**src/rtl/mem_arb_pkg.sv**
```systemverilog
// Shared types and widths for the memory bus arbiter slice.
package mem_arb_pkg;

    localparam int XLEN = 32;
    localparam int BE_W = 4;

    typedef enum logic [1:0] {
        IDLE  = 2'd0,
        ISSUE = 2'd1,
        WAIT  = 2'd2
    } state_t;

    typedef enum logic {
        OWN_IB = 1'b0,
        OWN_DB = 1'b1
    } owner_t;

endpackage

```
**src/rtl/mem_arb_wdog.sv**
```systemverilog
// Transaction watchdog: counts busy cycles since the last clear and flags
// expiry during the TIMEOUT_CYC-th enabled cycle.
module mem_arb_wdog #(
    parameter int TIMEOUT_CYC = 64
) (
    input  logic clk,
    input  logic rst_n,
    input  logic clear,
    input  logic enable,
    output logic expired
);

    localparam int CW = (TIMEOUT_CYC < 2) ? 1 : $clog2(TIMEOUT_CYC);
    localparam logic [CW-1:0] LAST = CW'(TIMEOUT_CYC - 1);

    logic [CW-1:0] count;

    // Busy-cycle counter, restarted at each new transaction and parked at the last value.
    always_ff @(posedge clk or negedge rst_n) begin
        if (!rst_n) begin
            count <= '0;
        end else if (clear) begin
            count <= '0;
        end else if (enable && (count != LAST)) begin
            count <= count + CW'(1);
        end
    end

    assign expired = enable && (count == LAST);

endmodule

```
**src/rtl/mem_bus_arbiter.sv**
```systemverilog
// Two-master (instruction fetch / data) to single-memory bus arbiter with one
// outstanding transaction and a sticky watchdog flag.
// Optional macro ARB_RR_EN: round-robin tie breaking instead of data priority.
module mem_bus_arbiter
    import mem_arb_pkg::*;
#(
    parameter int TIMEOUT_CYC = 64
) (
    input  logic            clk,
    input  logic            rst_n,
    input  logic            ib_req_v,
    output logic            ib_req_r,
    input  logic [XLEN-1:0] ib_req_addr,
    output logic            ib_resp_v,
    input  logic            db_req_v,
    output logic            db_req_r,
    input  logic [XLEN-1:0] db_req_addr,
    input  logic            db_req_we,
    input  logic [XLEN-1:0] db_req_wdata,
    input  logic [BE_W-1:0] db_req_be,
    output logic            db_resp_v,
    output logic [XLEN-1:0] resp_rdata,
    output logic            mem_req_v,
    input  logic            mem_req_r,
    output logic [XLEN-1:0] mem_req_addr,
    output logic            mem_req_we,
    output logic [XLEN-1:0] mem_req_wdata,
    output logic [BE_W-1:0] mem_req_be,
    input  logic            mem_resp_v,
    input  logic [XLEN-1:0] mem_resp_rdata,
    output logic            timeout
);

    state_t          state_q;
    state_t          state_d;
    owner_t          owner_q;
    logic [XLEN-1:0] addr_q;
    logic            we_q;
    logic [XLEN-1:0] wdata_q;
    logic [BE_W-1:0] be_q;
    logic            timeout_q;

    logic pick_db;
    logic idle;
    logic grant_ib;
    logic grant_db;
    logic grant;
    logic expired;
    logic resp_fire;
    logic set_timeout;

`ifdef ARB_RR_EN
    owner_t last_q;

    // Remember who won the most recent grant so the other side wins the next tie.
    always_ff @(posedge clk or negedge rst_n) begin
        if (!rst_n) begin
            last_q <= OWN_IB;
        end else if (grant_db) begin
            last_q <= OWN_DB;
        end else if (grant_ib) begin
            last_q <= OWN_IB;
        end
    end

    // Tie goes to whichever requester was not granted last.
    always_comb begin
        pick_db = 1'b0;
        if (db_req_v && ib_req_v) begin
            pick_db = (last_q == OWN_IB);
        end else begin
            pick_db = db_req_v;
        end
    end
`else
    // Data requests always beat fetch requests on a tie.
    always_comb begin
        pick_db = 1'b0;
        pick_db = db_req_v;
    end
`endif

    // Ready is only offered in IDLE and is held low while reset is asserted.
    assign idle     = (state_q == IDLE) && rst_n;
    assign grant_db = idle && db_req_v && pick_db;
    assign grant_ib = idle && ib_req_v && !pick_db;
    assign grant    = grant_ib || grant_db;
    assign ib_req_r = grant_ib;
    assign db_req_r = grant_db;

    mem_arb_wdog #(
        .TIMEOUT_CYC(TIMEOUT_CYC)
    ) u_wdog (
        .clk    (clk),
        .rst_n  (rst_n),
        .clear  (grant),
        .enable (state_q != IDLE),
        .expired(expired)
    );

    // State register for the single-outstanding transaction FSM.
    always_ff @(posedge clk or negedge rst_n) begin
        if (!rst_n) begin
            state_q <= IDLE;
        end else begin
            state_q <= state_d;
        end
    end

    // Next state plus memory-side and response outputs; a real response beats the watchdog.
    always_comb begin
        state_d     = state_q;
        mem_req_v   = 1'b0;
        resp_fire   = 1'b0;
        resp_rdata  = '0;
        set_timeout = 1'b0;
        case (state_q)
            IDLE: begin
                if (grant) begin
                    state_d = ISSUE;
                end
            end
            ISSUE: begin
                mem_req_v = 1'b1;
                if (expired) begin
                    resp_fire   = 1'b1;
                    set_timeout = 1'b1;
                    state_d     = IDLE;
                end else if (mem_req_r) begin
                    state_d = WAIT;
                end
            end
            WAIT: begin
                if (mem_resp_v) begin
                    resp_fire  = 1'b1;
                    resp_rdata = mem_resp_rdata;
                    state_d    = IDLE;
                end else if (expired) begin
                    resp_fire   = 1'b1;
                    set_timeout = 1'b1;
                    state_d     = IDLE;
                end
            end
            default: begin
                state_d = IDLE;
            end
        endcase
    end

    assign ib_resp_v = resp_fire && (owner_q == OWN_IB);
    assign db_resp_v = resp_fire && (owner_q == OWN_DB);

    // Capture the winning request; fetches are always full-word loads.
    always_ff @(posedge clk or negedge rst_n) begin
        if (!rst_n) begin
            addr_q  <= '0;
            we_q    <= 1'b0;
            wdata_q <= '0;
            be_q    <= '0;
            owner_q <= OWN_IB;
        end else if (grant_db) begin
            addr_q  <= db_req_addr;
            we_q    <= db_req_we;
            wdata_q <= db_req_wdata;
            be_q    <= db_req_be;
            owner_q <= OWN_DB;
        end else if (grant_ib) begin
            addr_q  <= ib_req_addr;
            we_q    <= 1'b0;
            wdata_q <= '0;
            be_q    <= {BE_W{1'b1}};
            owner_q <= OWN_IB;
        end
    end

    // Sticky watchdog flag, only cleared by reset.
    always_ff @(posedge clk or negedge rst_n) begin
        if (!rst_n) begin
            timeout_q <= 1'b0;
        end else if (set_timeout) begin
            timeout_q <= 1'b1;
        end
    end

    assign timeout       = timeout_q;
    assign mem_req_addr  = addr_q;
    assign mem_req_we    = we_q;
    assign mem_req_wdata = wdata_q;
    assign mem_req_be    = be_q;

endmodule

```
**config.mk**
```make
export PLATFORM = sky130hd
export DESIGN_NAME = mem_bus_arbiter
export DESIGN_NICKNAME = d
export VERILOG_FILES = /design/src/rtl/mem_arb_pkg.sv /design/src/rtl/mem_arb_wdog.sv /design/src/rtl/mem_bus_arbiter.sv
export SDC_FILE = /design/constraint.sdc
export NUM_CORES = 1
export LEC_CHECK = 0
export ABC_AREA = 1
export CAP_MARGIN = 10
export CORE_ASPECT_RATIO = 1.25
export CORE_UTILIZATION = 24
export DETAILED_ROUTE_END_ITERATION = 8
export DONT_BUFFER_PORTS = 1
export PLACE_DENSITY_LB_ADDON = 0.08
export SLEW_MARGIN = 5
export SYNTH_ARGS = -nofsm -noshare
export SYNTH_HDL_FRONTEND = slang
export SYNTH_SLANG_ARGS = --single-unit
```
**constraint.sdc**
```tcl
create_clock -name clk -period 2.6 [get_ports clk]
set_clock_uncertainty 0.05 [all_clocks]
set_input_delay 0.26 -clock clk [delete_from_list [all_inputs] [get_ports clk]]
set_output_delay 0.26 -clock clk [all_outputs]
set_load 0.05 [all_outputs]
```
======== After elaboration in Yosys (flattened, before gate mapping) ========
Index checks and enable logic that the tools add are counted.
word-level totals
  bits in registers ....................... 79
  word-level logic and storage cells ...... 58
  output and inout port bits .............. 107
  input bits .............................. 139
cells by class
  mux-type cells .......................... 25
  $add $sub $neg .......................... 1
  eq/ne operators ......................... 7
  reductions and logical operators ........ 16
  bitwise logic cells ..................... 1
operators with widths
  cell                                                 number
  two-way mux 32 bit                                   6
  two-way mux 6 bit                                    2
  two-way mux 2 bit                                    5
  logical AND 1 bit                                    9
  two-way mux 4 bit                                    2
  two-way mux 1 bit                                    7
  adder 6 x 1 -> 6 bit, second input constant          1
  equality test 6 bit, second input constant           1
  != test 3 bit, second input constant                 2
  != test 6 bit, second input constant                 1
  one-hot mux 2 bit (3 select lines)                   1
  nonzero test 2 bit                                   3
  one-hot mux 1 bit (2 select lines)                   2
  AND reduction 3 bit                                  1
  equality test 2 x 1 -> 1 bit, second input constant  1
  equality test 2 bit, second input constant           1
  zero test 2 bit                                      1
  != test 2 bit, second input constant                 1
  zero test 1 bit                                      1
  logical OR 1 bit                                     1
  inverter 1 bit                                       1

======== Depth between registers and ports, before layout ========
Gate-level depths: netlist (run 1).
  word-level depth ........................ 7
  depth in mapped cells ................... 9
  mapped depth without buffers ............ 9

======== By module ========
From an unflattened synthesis (run 1), not the netlist that was laid out.
unflattened totals
  cell total of the unflattened synthesis .. 556
  area, all modules ....................... 4102.7 um^2
modules (own cells, without submodules)
  module           cells an instance  sequential area each (um^2)  area an instance (um^2)  instances
  mem_bus_arbiter  505                1826.8                       3717.3                   1
  mem_arb_wdog     51                 150.1                        385.4                    1

======== Least setup slack after synthesis (run 1) ========
Ideal clock, no wire load.
  kind .................................... reg-to-output
  start ................................... register state_q[1]
  end ..................................... output port db_resp_v
  required time ........................... 2.290 ns
  data arrival time ....................... 1.992 ns
  cell stages (with the launch flop) ...... 8
  setup slack ............................. 0.298 ns
  buffers on the path ..................... 0
  cells stage by stage .................... dfrtp_1 inv_1 ha_1 or2_2 nand3_1 nand2_1 nand2_1 nor2_1
on the way
  cells in the longest elaborated chain, start to end .. 6
  elaborated cells on any way between the ends .. 8
  those cells by class .................... 2 x eq/ne; 3 x mux; 3 x reduce/logical
RTL lines
  what                                    RTL line                                        RTL
  start: declaration                      mem_bus_arbiter.sv:34                           state_t state_q;
  start signal: assignment                mem_bus_arbiter.sv:106                          state_q <= state_d;
  nonzero test 2 bit                      mem_bus_arbiter.sv:97                           .enable (state_q != IDLE),
  logical AND 1 bit                       mem_arb_wdog.sv:29                              assign expired = enable && (count == LAST);
  two-way mux 1 bit                       mem_bus_arbiter.sv:125, mem_bus_arbiter.sv:138
  two-way mux 1 bit                       mem_bus_arbiter.sv:134                          if (mem_resp_v) begin
  one-hot mux 1 bit (2 select lines) (*)  mem_bus_arbiter.sv:117                          case (state_q)
  logical AND 1 bit (*)                   mem_bus_arbiter.sv:151                          assign db_resp_v = resp_fire && (owner_q == OWN_DB);
  end: declaration                        mem_bus_arbiter.sv:21                           output logic db_resp_v,
Every way passes the cells marked *; elsewhere a longest branch is shown, timed or not.

======== Final worst setup path (run 1) ========
  start ................................... register state_q[0]
  end ..................................... output port db_req_r
on the way
  cells in the longest elaborated chain, start to end .. 4
RTL lines
  what                             RTL line               RTL
  zero test 2 bit                  mem_bus_arbiter.sv:84  assign idle = (state_q == IDLE) && rst_n;
  logical AND 1 bit                mem_bus_arbiter.sv:84
  logical AND 1 bit (2 in series)  mem_bus_arbiter.sv:85  assign grant_db = idle && db_req_v && pick_db;
  end: declaration                 mem_bus_arbiter.sv:16  output logic db_req_r,
Every way passes these cells.

==> impl_results.md, run 1 <==
* DRC viols at 13
* XOR/XNOR Fraction of Synth Area at 0.483%
* Top FF cell, synth: dfrtp_1
* IO Port Bufs at 0
* WHS at 15.4 ps
* Worst Slack Setup Final at 297 ps
* RePlAce Congestion at 0.835
* Maximum net fanout on the critical path at 17
* Largest family of logic cells by synthesized area: compound AO/OA/AOI/OAI gates
* Max clock buf depth at 2
* H-tree Lvls at 3
* Synth top area share at 54.5%
* Total clock buffers created by CTS at 9
* FF+latch count, synth at 79
* Synthesis warning total at 0
* DR pass1 iterations at 6
* Slowest CP cell: dfrtp_1
* Mux cell area share after synthesis at 0%
* Setup Viol. Count Final at 0
* Post-Syn Area at 3630 sq um
* Worst Reg-to-Reg Cells at 8
* Synth async-reset ratio at 100%
* WL final at 11100 um
* Critical Path AT at 1990 ps
* Core area at 14600 sq um
* Site Rows at 49
* Gate Count Post-Synth at 413
* Post-Synth Adder-Cell Area at 1.72%
* DP Worst Slack at 615 ps
* Cell breakdown of the critical path: inv_1, ha_1, nand3_2, inv_2, buf_4, buf_12
* Hold Fails Final Rpt at 0
* Vias at 3081
* Cell family with most CP delay: buffers and inverters
* Skew-Pair Late Insertion Delay at 330 ps
* Register area share after synthesis at 54.5%
* Critical path type: register to primary output
* Setup crit start kind: register
* Maxcap violations at 0
* Post-route cell area at 4530 sq um
* WL/cell at 17.4 um
* Run status: complete, but fails checks
* Pleak at 0.00231 uW
* Root Buffer: clkbuf_16
* Syn_area_per_cell at 8.79 sq um
* P&R area growth vs syn at 24.9%
* # diodes at 0
* Crit path time final at 2300 ps
* Rel. slew slack at 62.2%
* Final ANT Viol Nets at 0
* Vias in the first global route at 3292
* Starting density of the core at 24.9%
* Synth Net Count at 557
* Detailed-route vias per instance at 4.81
* Pwr Density at 1530 nW/um^2
* EDFF count, synth at 0
* Largest net degree at the start of global routing at 80
* Failing checks: design-rule violations
* CTS-repair resized insts at 0
* Setup TNS at 0 ps
* CTS tree: done
* Final #Nets at 602
* Area of placed instances at 4090 sq um
* Final Cycle Share at 88.6%
* Least-Margin Pin Slew at 567 ps
* Worst IR Drop VDD at 0.525 mV
* R2R Setup Slk at 710 ps
* RSZ-0062 raised after global routing: false
* Final cell count without fillers at 640
* Fmax achieved at 434 MHz
* Commonest cells in the netlist: dfrtp_1 (79), nor2_1 (75), a21oi_1 (64), nand2_1 (64), inv_1 (40)
* 1st-iter DRT viols at 154
* I/O pins at 246
* Critical Path Stages at 6
* Synth Area in Simple Gates at 16.8%
* Hold Path Class: primary input to register
* Layout cells sized above 1 at 14.7%
* GRT overflow at 0
* DP Cell Count at 612
* Area of the die at 15600 sq um
* Count leader, synth: dfrtp_1
* Delay of the slowest critical-path stage at 400 ps
* Buf+Inv Stages, Crit Path at 4
* Yosys cell types at 21
* Die Y at 139 um
* Initial antenna violation count at 0
* Global-route wire length before repair at 17200 um
* Post-DP HPWL at 7820 um
* Data required time of the worst path at 2290 ps
* Min-Delay Path Depth at 1
* Die X at 112 um
* Final Max Tran Viols at 0
* Sink Count at 79
* Setup crit end kind: primary output
* GRT Util Overall at 14.2%
* Synth Area in Compound Gates at 18.5%
* Worst-path clk slew at 60 ps
* Yosys top cell by area: dfrtp_1
* Top post-synthesis cells by area: dfrtp_1 (54%), a21oi_1 (8.8%), a22o_1 (8.0%)
[metal layers]
layer,share of wire (%),GRT usage (%),vias to the layer above
met5,0,0,-
met4,2.2,7.37,0
met3,9.1,4.36,13
met2,52,25.8,165
met1,37,14.6,1468
li1,-,-,1435
[flip-flops by register name, summed over array words and instances (netlist names)]
name           flops
u_wdog.count       6
mem_req_wdata     32
owner_q            1
mem_req_be         4
state_q            2
timeout            1
mem_req_we         1
mem_req_addr      32
[timing repair]
action	CTS	global route
hold buffers	10	3
setup buffers	0	0
endpoints found under the hold margin	87	3
[area by class of cell]
cell class                      instances  area, sq um
Fill cell                            1511        10100
Inverter                               42          158
Clock buffer                           10          239
Sequential cell                        79         1980
Tap cell                              178          223
Clock inverter                          5         57.6
Multi-Input combinational cell        267         1360
Timing Repair Buffer                   59          518
[stage by stage]
| stage | total power (uW) | utilization (%) |
|---|---|---|
| after floorplan | 5180 | - |
| after global placement | 5690 | 28.0 |
| after detailed placement | 5700 | 28.0 |
| after CTS | 7040 | 30.9 |
| after global routing | 7340 | 31.1 |
| final | 6940 | 31.1 |
[placed cells by master, fill, tap and decap left out]
cell type and count:
nand2_2 1, buf_4 44, nand3_1 9, o21ai_0 4
buf_12 2, bufinv_16 1, or2_2 2, inv_1 40
clkbuf_8 1, a22o_1 33, nand4_1 2, clkinv_4 1
a21oi_1 64, clkinv_2 2, ha_1 5, nor2_1 75
buf_16 1, o21bai_1 1, inv_2 2, dlygate4sd3_1 12
nand2_1 64, nand3_2 1, inv_6 1, o22a_1 4
dfrtp_1 79, xor2_1 2, clkbuf_16 9
[cells by family (layout without fill, tap and decap cells)]
logic type | after synthesis | after routing
AND/OR/NAND/NOR | 154 | 154
AO/OA/AOI/OAI | 106 | 106
flip-flops | 79 | 79
buffers and inverters | 67 | 116
adder cells (fa/ha/maj) | 5 | 5
XOR/XNOR | 2 | 2
[where the power goes]
part	switching, uW	internal (uW)
clock	498	766
sequential	2230	1750
combinational	1040	657
total	3770	3170
[worst register-to-register path, stage by stage (launching register included)]
cell and delay, ps:
dfrtp_1 400, inv_1 110, ha_1 270, nand3_1 170, nand2_2 130, buf_4 310, nor2_1 190, nand2_1 80
o21ai_0 70
[path summary, 6_finish.rpt]
path / startpoint / end
worst max-delay path: state_q[0]$_DFFE_PN0P_ / db_req_r
worst min-delay path: db_req_wdata[25] / mem_req_wdata[25]$_DFFE_PN0N_
worst max register to register: state_q[0]$_DFFE_PN0P_ / u_wdog.count[2]$_DFFE_PN0P_
worst min register to register: state_q[1]$_DFFE_PN0P_ / state_q[1]$_DFFE_PN0P_
max in group asynchronous: rst_n / mem_req_wdata[22]$_DFFE_PN0N_
min in group asynchronous: rst_n / mem_req_addr[3]$_DFFE_PN0N_
Power figures use the tool's default switching activity.
==> run 2: changes to the inputs <==
--- a/config.mk
+++ b/config.mk
@@ -5,11 +5,10 @@
 export SDC_FILE = /design/constraint.sdc
 export NUM_CORES = 1
 export LEC_CHECK = 0
-export ABC_AREA = 1
 export CAP_MARGIN = 10
-export CORE_ASPECT_RATIO = 1.25
-export CORE_UTILIZATION = 24
+export CORE_AREA = 2 2 96 98
 export DETAILED_ROUTE_END_ITERATION = 8
+export DIE_AREA = 0 0 98 100
 export DONT_BUFFER_PORTS = 1
 export PLACE_DENSITY_LB_ADDON = 0.08
 export SLEW_MARGIN = 5
==> run 2 against run 1 <==
  * The flow now finishes without violations
  * Non-clock buffer count is 12 higher
  * Register-to-register slack worse by 480 ps
  * Count of clock-buffer cells in the layout unchanged
  * Via count down 3.4%
  * Critical path depth fell by 1
  * Sequential cell count unchanged
  * Combinational power grew 8%
  * Cell area up 1.3%
  * Power shrank 1.4%
  * Cell count is 17% lower
  * Largest power group unchanged
  * Highest routed layer is now met5
==> impl_results.md, run 2 <==
* Core area at 8890 sq um
* Cell breakdown of the critical path: inv_1, ha_1, nand4b_4, o31ai_1, and3b_1
* Rel. slew slack at 63.2%
* Setup crit start kind: register
* Total clock buffers created by CTS at 9
* CTS tree: done
* Maxcap violations at 0
* Final Cycle Share at 91.2%
* Hold_sp: ib_req_addr[13]
* Top layer in use: met5
* WHS at 16.0 ps
* Skew-Pair Late Insertion Delay at 330 ps
* DP Cell Count at 456
* Synth Net Count at 509
* Final #Nets at 561
* IO Port Bufs at 0
* Run status: finished, final reports clean
* FF+latch count, synth at 79
* Starting density of the core at 41.8%
* Most common cell after layout, fill and taps aside: dfrtp_1
* Data required time of the worst path at 2290 ps
* WL/cell at 18.5 um
* Post-layout util at 51.6%
* Post-DP HPWL at 6480 um
* Max clock buf depth at 2
* Die X at 98 um
* Global-route wire length before repair at 15300 um
* Root Buffer: clkbuf_8
* Post-CTS setup buffers at 0
* Final cell count without fillers at 533
* Final ANT Viol Nets at 0
* DRT met1 WL at 3930 um
* Synthesis warning total at 0
* Critical Path AT at 2060 ps
* Vias at 2975
* Tot Pwr at 6840 uW
* Pwr Density at 1490 nW/um^2
* Sink Count at 79
* RePlAce Congestion at 0.764
* Register area share after synthesis at 53.2%
* Buf+Inv Stages, Crit Path at 1
* DR pass1 iterations at 4
* Hold Path Class: primary input to register
* Commonest cells in the netlist: dfrtp_1 (79), nand2_1 (73), nor2_1 (36)
* Die Y at 100 um
* GRT Util Overall at 19.8%
* Metal3 WL at 864 um
* 1st-iter DRT viols at 115
* Worst Reg-to-Reg Cells at 8
* Worst-path clk slew at 90 ps
* Detailed-route vias per instance at 5.58
* Yosys cell types at 37
* Post-Syn Area at 3710 sq um
* Maximum net fanout on the critical path at 5
* I/O pins at 246
* Setup Viol. Count Final at 0
* Cell family with most CP delay: simple AND/OR/NAND/NOR gates
* Vias in the first global route at 2894
* Worst IR Drop VDD at 0.672 mV
* Top post-synthesis cells by area: dfrtp_1 (53%), a22o_1 (7.8%), nand2_1 (7.4%)
* Critical path type: register to primary output
* Yosys top cell by area: dfrtp_1
* GRT overflow at 0
* Count leader, synth: dfrtp_1
* H-tree Lvls at 3
* Least-Margin Pin Slew at 552 ps
* Crit path time final at 2370 ps
* R2R Setup Slk at 230 ps
* WL final at 9890 um
* Hold Fails Final Rpt at 0
* Final Max Tran Viols at 0
* Largest net degree at the start of global routing at 80
* Worst r2r src: state_q[0]$_DFFE_PN0P_
* Initial antenna violation count at 3
* Min-Delay Path Depth at 2
* Slowest CP cell: and3b_1
* Setup TNS at 0 ps
* Top FF cell, synth: dfrtp_1
* RR Endpoint: mem_req_addr[4]$_DFFE_PN0N_
* Hold Crit Endpoint: mem_req_addr[13]$_DFFE_PN0N_
* Most frequent cells in the layout: dfrtp_1 (79), nand2_1 (73), dlygate4sd3_1 (60), nor2_1 (36)
* P&R area growth vs syn at 23.6%
* Gate Count Post-Synth at 365
* Layout cells sized above 1 at 8.55%
* Pleak at 0.00215 uW
* RSZ-0062 raised after global routing: false
* Fmax achieved at 422 MHz
* DRC viols at 0
* Area of the die at 9800 sq um
* Site Rows at 35
* EDFF count, synth at 0
* Syn_area_per_cell at 10.2 sq um
* DR WL met2 at 4870 um
* Delay of the slowest critical-path stage at 520 ps
* Setup crit end kind: primary output
* Synth async-reset ratio at 100%
* Synth top area share at 53.2%
## run 2: cell types whose count changed after synthesis, moves of 4 or more
cell     delta
nor2_1     -39
a21oi_1    -64
nand2_1     +9
buf_6       +6
mux2i_1     +4
and3_1     +33
a31oi_1    +32
inv_1      -35
nand3_1     -6
## run 2: timing repair
item,in CTS,in global routing
hold buffers,60,1
gates resized for setup,0,1
endpoints found under the hold margin,125,1
setup endpoints to repair,0,6
## run 2: cells by family (layout without fill, tap and decap cells)
logic type | Yosys count | count (layout) | share of synthesized area, %
fa+ha+maj | 5 | 5 | 1.68
compound gates | 85 | 85 | 18.5
simple gates | 156 | 156 | 19.7
flops | 79 | 79 | 53.2
mux | 4 | 4 | 1.08
buf+inv | 36 | 92 | 5.76
other cells | 0 | 1 | 0
## run 2: worst register-to-register path, stage by stage, from the launching register on
cell	delay (ps)
dfrtp_1	400
inv_1	110
ha_1	210
buf_4	210
o211a_2	220
buf_12	250
nor2_1	100
a31oi_1	170
dlygate4sd3_1	580
## run 2: power breakdown
group | total [uW] | leakage (uW) | internal (uW) | switching [uW]
Clock | 905 | 0.0000985 | 465 | 440
Sequential | 4100 | 0.000947 | 1770 | 2330
Combinational | 1840 | 0.00110 | 825 | 1010
## run 2: metrics by stage
stage	setup WS [ps]	instance area, sq um
2_1_floorplan	518	3710
3_3_place_gp	605	3760
3_5_place_dp	593	3760
4_1_cts	160	4570
5_1_grt	35.0	4590
6_report	228	4590
## run 2: worst max path at each step
stage | to | depth (start not counted) | slack, ps | startpoint
finish | ib_resp_v | 5 | 230 | state_q[0]$_DFFE_PN0P_
global route | mem_req_addr[4]$_DFFE_PN0N_ | 8 | 30 | state_q[0]$_DFFE_PN0P_
CTS | mem_req_addr[15]$_DFFE_PN0N_ | 8 | 160 | state_q[0]$_DFFE_PN0P_
detailed placement | ib_resp_v | 4 | 590 | u_wdog.count[0]$_DFFE_PN0P_
global placement | ib_resp_v | 4 | 600 | u_wdog.count[0]$_DFFE_PN0P_
floorplan | ib_resp_v | 5 | 520 | state_q[1]$_DFFE_PN0P_
## run 2: area by class of cell
cell class,count,area (sq um)
multi-input combinational,250,1520
antenna,1,2.50
clock inverter,5,56.3
inverter,6,22.5
fill,822,4300
sequential,79,1980
tap,111,139
clock buffer,10,138
timing repair buffer,71,732
## run 2: routing by layer
layer  vias up  GRT usage, %
met4         2          7.91
met5         -             0
met2       169          31.7
met1      1394          25.0
li1       1394             -
met3        16          6.41
